[src/rtl/apb4_master_if.sv]
// APB4 bus bundle between one initiator and the interconnect.
interface apb4_intf #(
  parameter int ADDR_WIDTH = 32,
  parameter int DATA_WIDTH = 32
);
  logic                    psel;
  logic                    penable;
  logic                    pwrite;
  logic [ADDR_WIDTH-1:0]   paddr;
  logic [DATA_WIDTH-1:0]   pwdata;
  logic [DATA_WIDTH/8-1:0] pstrb;
  logic [2:0]              pprot;
  logic [DATA_WIDTH-1:0]   prdata;
  logic                    pready;
  logic                    pslverr;

  modport master (
    output psel, penable, pwrite, paddr, pwdata, pstrb, pprot,
    input  prdata, pready, pslverr
  );

  modport slave (
    input  psel, penable, pwrite, paddr, pwdata, pstrb, pprot,
    output prdata, pready, pslverr
  );
endinterface

[src/rtl/apb4_master.sv]
// APB4 initiator: one outstanding valid/ready command -> SETUP/ACCESS transfer
// -> valid/ready response, with an optional ACCESS-phase timeout.
module apb4_master #(
  parameter int ADDR_WIDTH     = 32,
  parameter int DATA_WIDTH     = 32,
  parameter int TIMEOUT_CYCLES = 256
) (
  input  logic                    clk_i,
  input  logic                    rst_ni,
  input  logic                    req_valid_i,
  output logic                    req_ready_o,
  input  logic                    req_write_i,
  input  logic [ADDR_WIDTH-1:0]   req_addr_i,
  input  logic [DATA_WIDTH-1:0]   req_wdata_i,
  input  logic [DATA_WIDTH/8-1:0] req_strb_i,
  input  logic [2:0]              req_prot_i,
  output logic                    rsp_valid_o,
  input  logic                    rsp_ready_i,
  output logic [DATA_WIDTH-1:0]   rsp_rdata_o,
  output logic                    rsp_err_o,
  apb4_intf.master                apb_o
);

  // A disabled timeout still needs a legal 1-bit counter declaration.
  localparam int CW = (TIMEOUT_CYCLES > 0) ? $clog2(TIMEOUT_CYCLES + 1) : 1;
  localparam logic [CW-1:0] LIMIT = CW'((TIMEOUT_CYCLES > 0) ? TIMEOUT_CYCLES - 1 : 0);

  typedef enum logic [1:0] {IDLE, SETUP, ACCESS, RESP} state_t;

  state_t        state, state_nxt;
  logic [CW-1:0] cnt;
  logic          timeout_hit;

  assign req_ready_o = (state == IDLE);

  // cnt holds the number of earlier wait cycles, so cnt == LIMIT marks the last allowed cycle.
  assign timeout_hit = (TIMEOUT_CYCLES != 0) && !apb_o.pready && (cnt == LIMIT);

  always_ff @(posedge clk_i or negedge rst_ni) begin
    if (!rst_ni) state <= IDLE;
    else         state <= state_nxt;
  end

  always_comb begin
    state_nxt = state;
    case (state)
      IDLE:    if (req_valid_i) state_nxt = SETUP;
      SETUP:   state_nxt = ACCESS;
      ACCESS:  if (apb_o.pready || timeout_hit) state_nxt = RESP;
      RESP:    if (rsp_ready_i) state_nxt = IDLE;
      default: state_nxt = IDLE;
    endcase
  end

  always_ff @(posedge clk_i or negedge rst_ni) begin
    if (!rst_ni) begin
      apb_o.psel    <= 1'b0;
      apb_o.penable <= 1'b0;
      apb_o.pwrite  <= 1'b0;
      apb_o.paddr   <= '0;
      apb_o.pwdata  <= '0;
      apb_o.pstrb   <= '0;
      apb_o.pprot   <= '0;
      rsp_valid_o   <= 1'b0;
      rsp_rdata_o   <= '0;
      rsp_err_o     <= 1'b0;
      cnt           <= '0;
    end else begin
      apb_o.psel    <= (state_nxt == SETUP) || (state_nxt == ACCESS);
      apb_o.penable <= (state_nxt == ACCESS);
      rsp_valid_o   <= (state_nxt == RESP);
      if (state == IDLE && req_valid_i) begin
        apb_o.pwrite <= req_write_i;
        apb_o.paddr  <= req_addr_i;
        apb_o.pwdata <= req_wdata_i;
        apb_o.pprot  <= req_prot_i;
        apb_o.pstrb  <= req_write_i ? req_strb_i : '0;
      end
      if (state == ACCESS) begin
        if (state_nxt == RESP) begin
          cnt         <= '0;
          rsp_err_o   <= apb_o.pready ? apb_o.pslverr : 1'b1;
          rsp_rdata_o <= (apb_o.pready && !apb_o.pwrite) ? apb_o.prdata : '0;
        end else if (TIMEOUT_CYCLES != 0) begin
          cnt <= cnt + CW'(1);
        end
      end
    end
  end

endmodule

[src/flat_wrapper.sv]
// flat-port wrapper written by rule: the top's interface ports become plain ports
module apb4_master_flat 
#(
  parameter int ADDR_WIDTH     = 32,
  parameter int DATA_WIDTH     = 32,
  parameter int TIMEOUT_CYCLES = 256
)
  (clk_i, rst_ni, req_valid_i, req_ready_o, req_write_i, req_addr_i, req_wdata_i, req_strb_i, req_prot_i, rsp_valid_o, rsp_ready_i, rsp_rdata_o, rsp_err_o, apb_o_psel, apb_o_penable, apb_o_pwrite, apb_o_paddr, apb_o_pwdata, apb_o_pstrb, apb_o_pprot, apb_o_prdata, apb_o_pready, apb_o_pslverr);
  apb4_intf #(.ADDR_WIDTH(ADDR_WIDTH), .DATA_WIDTH(DATA_WIDTH)) apb_o_i ();
  input  logic clk_i;
  input  logic rst_ni;
  input  logic req_valid_i;
  output logic req_ready_o;
  input  logic req_write_i;
  input  logic [ADDR_WIDTH-1:0] req_addr_i;
  input  logic [DATA_WIDTH-1:0] req_wdata_i;
  input  logic [DATA_WIDTH/8-1:0] req_strb_i;
  input  logic [2:0] req_prot_i;
  output logic rsp_valid_o;
  input  logic rsp_ready_i;
  output logic [DATA_WIDTH-1:0] rsp_rdata_o;
  output logic rsp_err_o;
  output wire logic [$bits(apb_o_i.psel)-1:0] apb_o_psel;
  output wire logic [$bits(apb_o_i.penable)-1:0] apb_o_penable;
  output wire logic [$bits(apb_o_i.pwrite)-1:0] apb_o_pwrite;
  output wire logic [$bits(apb_o_i.paddr)-1:0] apb_o_paddr;
  output wire logic [$bits(apb_o_i.pwdata)-1:0] apb_o_pwdata;
  output wire logic [$bits(apb_o_i.pstrb)-1:0] apb_o_pstrb;
  output wire logic [$bits(apb_o_i.pprot)-1:0] apb_o_pprot;
  input wire logic [$bits(apb_o_i.prdata)-1:0] apb_o_prdata;
  input wire logic [$bits(apb_o_i.pready)-1:0] apb_o_pready;
  input wire logic [$bits(apb_o_i.pslverr)-1:0] apb_o_pslverr;
  assign apb_o_psel = apb_o_i.psel;
  assign apb_o_penable = apb_o_i.penable;
  assign apb_o_pwrite = apb_o_i.pwrite;
  assign apb_o_paddr = apb_o_i.paddr;
  assign apb_o_pwdata = apb_o_i.pwdata;
  assign apb_o_pstrb = apb_o_i.pstrb;
  assign apb_o_pprot = apb_o_i.pprot;
  assign apb_o_i.prdata = apb_o_prdata;
  assign apb_o_i.pready = apb_o_pready;
  assign apb_o_i.pslverr = apb_o_pslverr;
  apb4_master #(.ADDR_WIDTH(ADDR_WIDTH), .DATA_WIDTH(DATA_WIDTH), .TIMEOUT_CYCLES(TIMEOUT_CYCLES)) u_core (.clk_i(clk_i), .rst_ni(rst_ni), .req_valid_i(req_valid_i), .req_ready_o(req_ready_o), .req_write_i(req_write_i), .req_addr_i(req_addr_i), .req_wdata_i(req_wdata_i), .req_strb_i(req_strb_i), .req_prot_i(req_prot_i), .rsp_valid_o(rsp_valid_o), .rsp_ready_i(rsp_ready_i), .rsp_rdata_o(rsp_rdata_o), .rsp_err_o(rsp_err_o), .apb_o(apb_o_i));
endmodule
[config.mk]
export PLATFORM = sky130hd
export DESIGN_NAME = apb4_master_flat
export DESIGN_NICKNAME = d
export VERILOG_FILES = /design/src/rtl/apb4_master_if.sv /design/src/rtl/apb4_master.sv /design/src/flat_wrapper.sv
export SDC_FILE = /design/constraint.sdc
export NUM_CORES = 1
export LEC_CHECK = 0
export CELL_PAD_IN_SITES_DETAIL_PLACEMENT = 0
export CELL_PAD_IN_SITES_GLOBAL_PLACEMENT = 1
export CORE_UTILIZATION = 30
export DETAILED_ROUTE_END_ITERATION = 8
export DONT_BUFFER_PORTS = 1
export GPL_ROUTABILITY_DRIVEN = 0
export PLACE_DENSITY = 0.56
export SLEW_MARGIN = 20
export SYNTH_ARGS = -nofsm -noshare
export SYNTH_HDL_FRONTEND = slang
export SYNTH_SLANG_ARGS = --single-unit
export TNS_END_PERCENT = 20
[constraint.sdc]
create_clock -name clk_i -period 6 [get_ports clk_i]
set_input_delay 1.2 -clock clk_i [delete_from_list [all_inputs] [get_ports clk_i]]
set_output_delay 1.2 -clock clk_i [all_outputs]
set_load 0.02 [all_outputs]
==> metrics.txt <==
first-pass GRT wire length=15.2 mm; area delta synth->final=16.1%; P_leak=2.40 nW; critical path capture point type=register; final setup TNS=0 ns; I/O Buffers=0; fraction of layout cells with a size suffix above 1=26.2%; routed length per placed instance=17.6 microns; Peak VDD IR=0.000208 V; Synth Cell Area=4680 sq um; FF+latch area=2980 sq um; most common cell after layout, fill and taps aside=dfrtp_1; iteration-0 DRC count of the detailed router=93; switching power share of the total=38.5%; Final Setup Violations=0; Synth Net Count=488; Multi-input gate area=1600 sq um; Post-layout nets=488; Worst Hold Class=reg -> reg; post-synth top area cell=dfrtp_1; Area contributors post-synth=dfrtp_1 (64%), mux2_2 (14%), nand2_1 (6.4%); postcts setup bufs=0; CTS tree=yes; RSZ-0062 raised after global routing=false; Overall Global Routing Usage=12.9%; Worst Setup Start Kind=register; router iterations before antenna repair=4; fillers=1480; Die Area=16100 sq um; Die Wd=127 microns; worst skew pair latency=0.40 ns; worst r2r dst=u_core.rsp_rdata_o[13]; ys async rst share=100%; Die Y=127 microns; share of the synthesized area in the top cell type=63.7%; core region area=15200 sq um; Via density=4.75; Post-Synthesis Cells=373; Mean Syn Cell Area=12.5 sq um; Critical Path RT=6.25 ns; DP HPWL=6.96 mm; RR Startpoint=u_core.cnt[0]; clock buffer depth=2; crit path time final=2.71 ns; clock power share=28.4%; Hold WS=0.477 ns; post-synthesis sequential area ratio=63.7%; Cell Int Power=0.00217 W; final WL=10.1 mm; number of synthesized flops with an enable pin=0; status=finished, final reports clean; GRT Residual Overflow=0; clock skew=0.00998 ns; clk sinks=119; CTS resizes=0; FF-to-FF path depth=10; Final ANT Viol Nets=0; ant diodes=0; fmax=0.369 GHz; vias in the first global route=2708; relative slew slack=32.5%; Reg clk slew, reported paths=0.05 ns; Num CTS Buffers=17; CP Max Fanout=66; Slew Viols, Final=0; clock root cell=clkbuf_16; register share of total power=54.1%; Initial Util=30.8%; Psw=0.00136 W; FP Rows=45; Cell Pwr Density=651 nW/um^2; Cell variety after synth=25; CTS Hold Bufs=0; measured slew at the worst slew-check pin=1.01 ns; initial antenna violation count=0; H-tree depth=4; worst path arrival time=2.97 ns; type of the worst setup path=reg -> reg; Remaining DRCs=0; combinational power share=17.5%; Yosys Warn Count=0; commonest non-fill, non-tap cells in the layout=dfrtp_1 (119), nand2_1 (80), mux2_2 (58); largest net degree at the start of global routing=120; Synth Flop Type=dfrtp_1; period utilization=45.2%; I/O pin total=219; Max-Cap Viols=0; worst reg2reg setup slack=3.29 ns; Seq cells post-synth=119; routed vias=2722; Critical Path End=u_core.rsp_rdata_o[13]; crit path launch=u_core.cnt[0]; final hold vios=0
==> worst max-delay path, cell delays in order (launching register included) <==
cell and delay (ns):
dfrtp_1 0.40, ha_1 0.26, nand3_1 0.10, nor2_1 0.04
ha_1 0.20, o311ai_0 0.39, nand2_1 0.16, ha_1 0.26
nand3b_1 0.09, buf_4 0.45, o21ai_0 0.18
==> Yosys cell counts (2+ instances only) <==
library cell	number
a21oi_1	5
buf_2	6
buf_6	2
clkbuf_1	13
dfrtp_1	119
ha_1	5
inv_1	3
mux2_2	58
mux2_4	10
nand2_1	80
nand2b_1	3
nand3_1	3
nor2_1	5
nor2b_1	2
o21ai_0	44
o31ai_1	3
or3_1	3
or4_1	2
==> area by class of cell <==
| class | instances | share of cell area, % |
|---|---|---|
| inverters | 3 | 0.207 |
| flip-flops and latches | 119 | 54.9 |
| well taps | 188 | 4.33 |
| clock inverters | 7 | 1.71 |
| clock buffers | 24 | 9.24 |
| multi-input cells | 230 | 29.4 |
| repair buffers | 2 | 0.277 |
==> routing by layer <==
layer	routed length [microns]	global-route usage, %
met1	3890	14.4
met3	1070	5.82
met2	4920	20.4
met4	199	7.00
met5	0	0
==> per-stage QoR <==
step	area, sq um	setup WS, ns	std cells	utilization, %	power (W)
finish	5430	3.29	573	35.7	0.00353
global route	5430	2.97	573	35.7	0.00374
CTS	5430	3.29	573	35.7	0.00359
detailed placement	4830	3.13	542	31.8	0.00257
global placement	4830	3.14	542	31.8	0.00254
floorplan	4680	2.96	373	-	0.00237
==> worst min-delay path by stage <==
stage / startpoint / end / slack (ns) / depth (start not counted)
2_1_floorplan: u_core.cnt[8] / u_core.cnt[8] / 0.45 / 2
3_3_place_gp: u_core.cnt[8] / u_core.cnt[8] / 0.47 / 2
3_5_place_dp: u_core.cnt[8] / u_core.cnt[8] / 0.47 / 2
4_1_cts: rst_ni / u_core.rsp_rdata_o[7] / 0.46 / 0
5_1_grt: rst_ni / u_core.rsp_rdata_o[7] / 0.46 / 0
6_report: u_core.cnt[8] / u_core.cnt[8] / 0.48 / 2
==> power groups by stage <==
stage          logic, W  registers (W)  clock network [W]
2_1_floorplan  0.000545        0.00182                  0
3_3_place_gp   0.000604        0.00193                  0
3_5_place_dp   0.000632        0.00193                  0
4_1_cts        0.000634        0.00192            0.00104
5_1_grt        0.000706        0.00196            0.00107
6_report       0.000619        0.00191            0.00100
==> sequential cells by signal, summed over array words and instances (netlist names) <==
signal and cells:
u_core.apb_o.paddr 32, u_core.apb_o.pprot 3, u_core.apb_o.pwrite 1, u_core.rsp_rdata_o 32, u_core.rsp_valid_o 1, u_core.rsp_err_o 1, u_core.apb_o.pwdata 32, u_core.state 2
u_core.apb_o.penable 1, u_core.apb_o.psel 1, u_core.apb_o.pstrb 4, u_core.cnt 9
==> kinds of logic after synthesis <==
group	count (synthesis)	share of synthesized area, %
buffers and inverters	24	2.41
AOI/OAI and AO/OA	53	5.91
and+or+nand+nor	104	9.47
adders and majority gates	5	1.34
DFF	119	63.7
muxes	68	17.2
(Power assumes the default switching activity.)
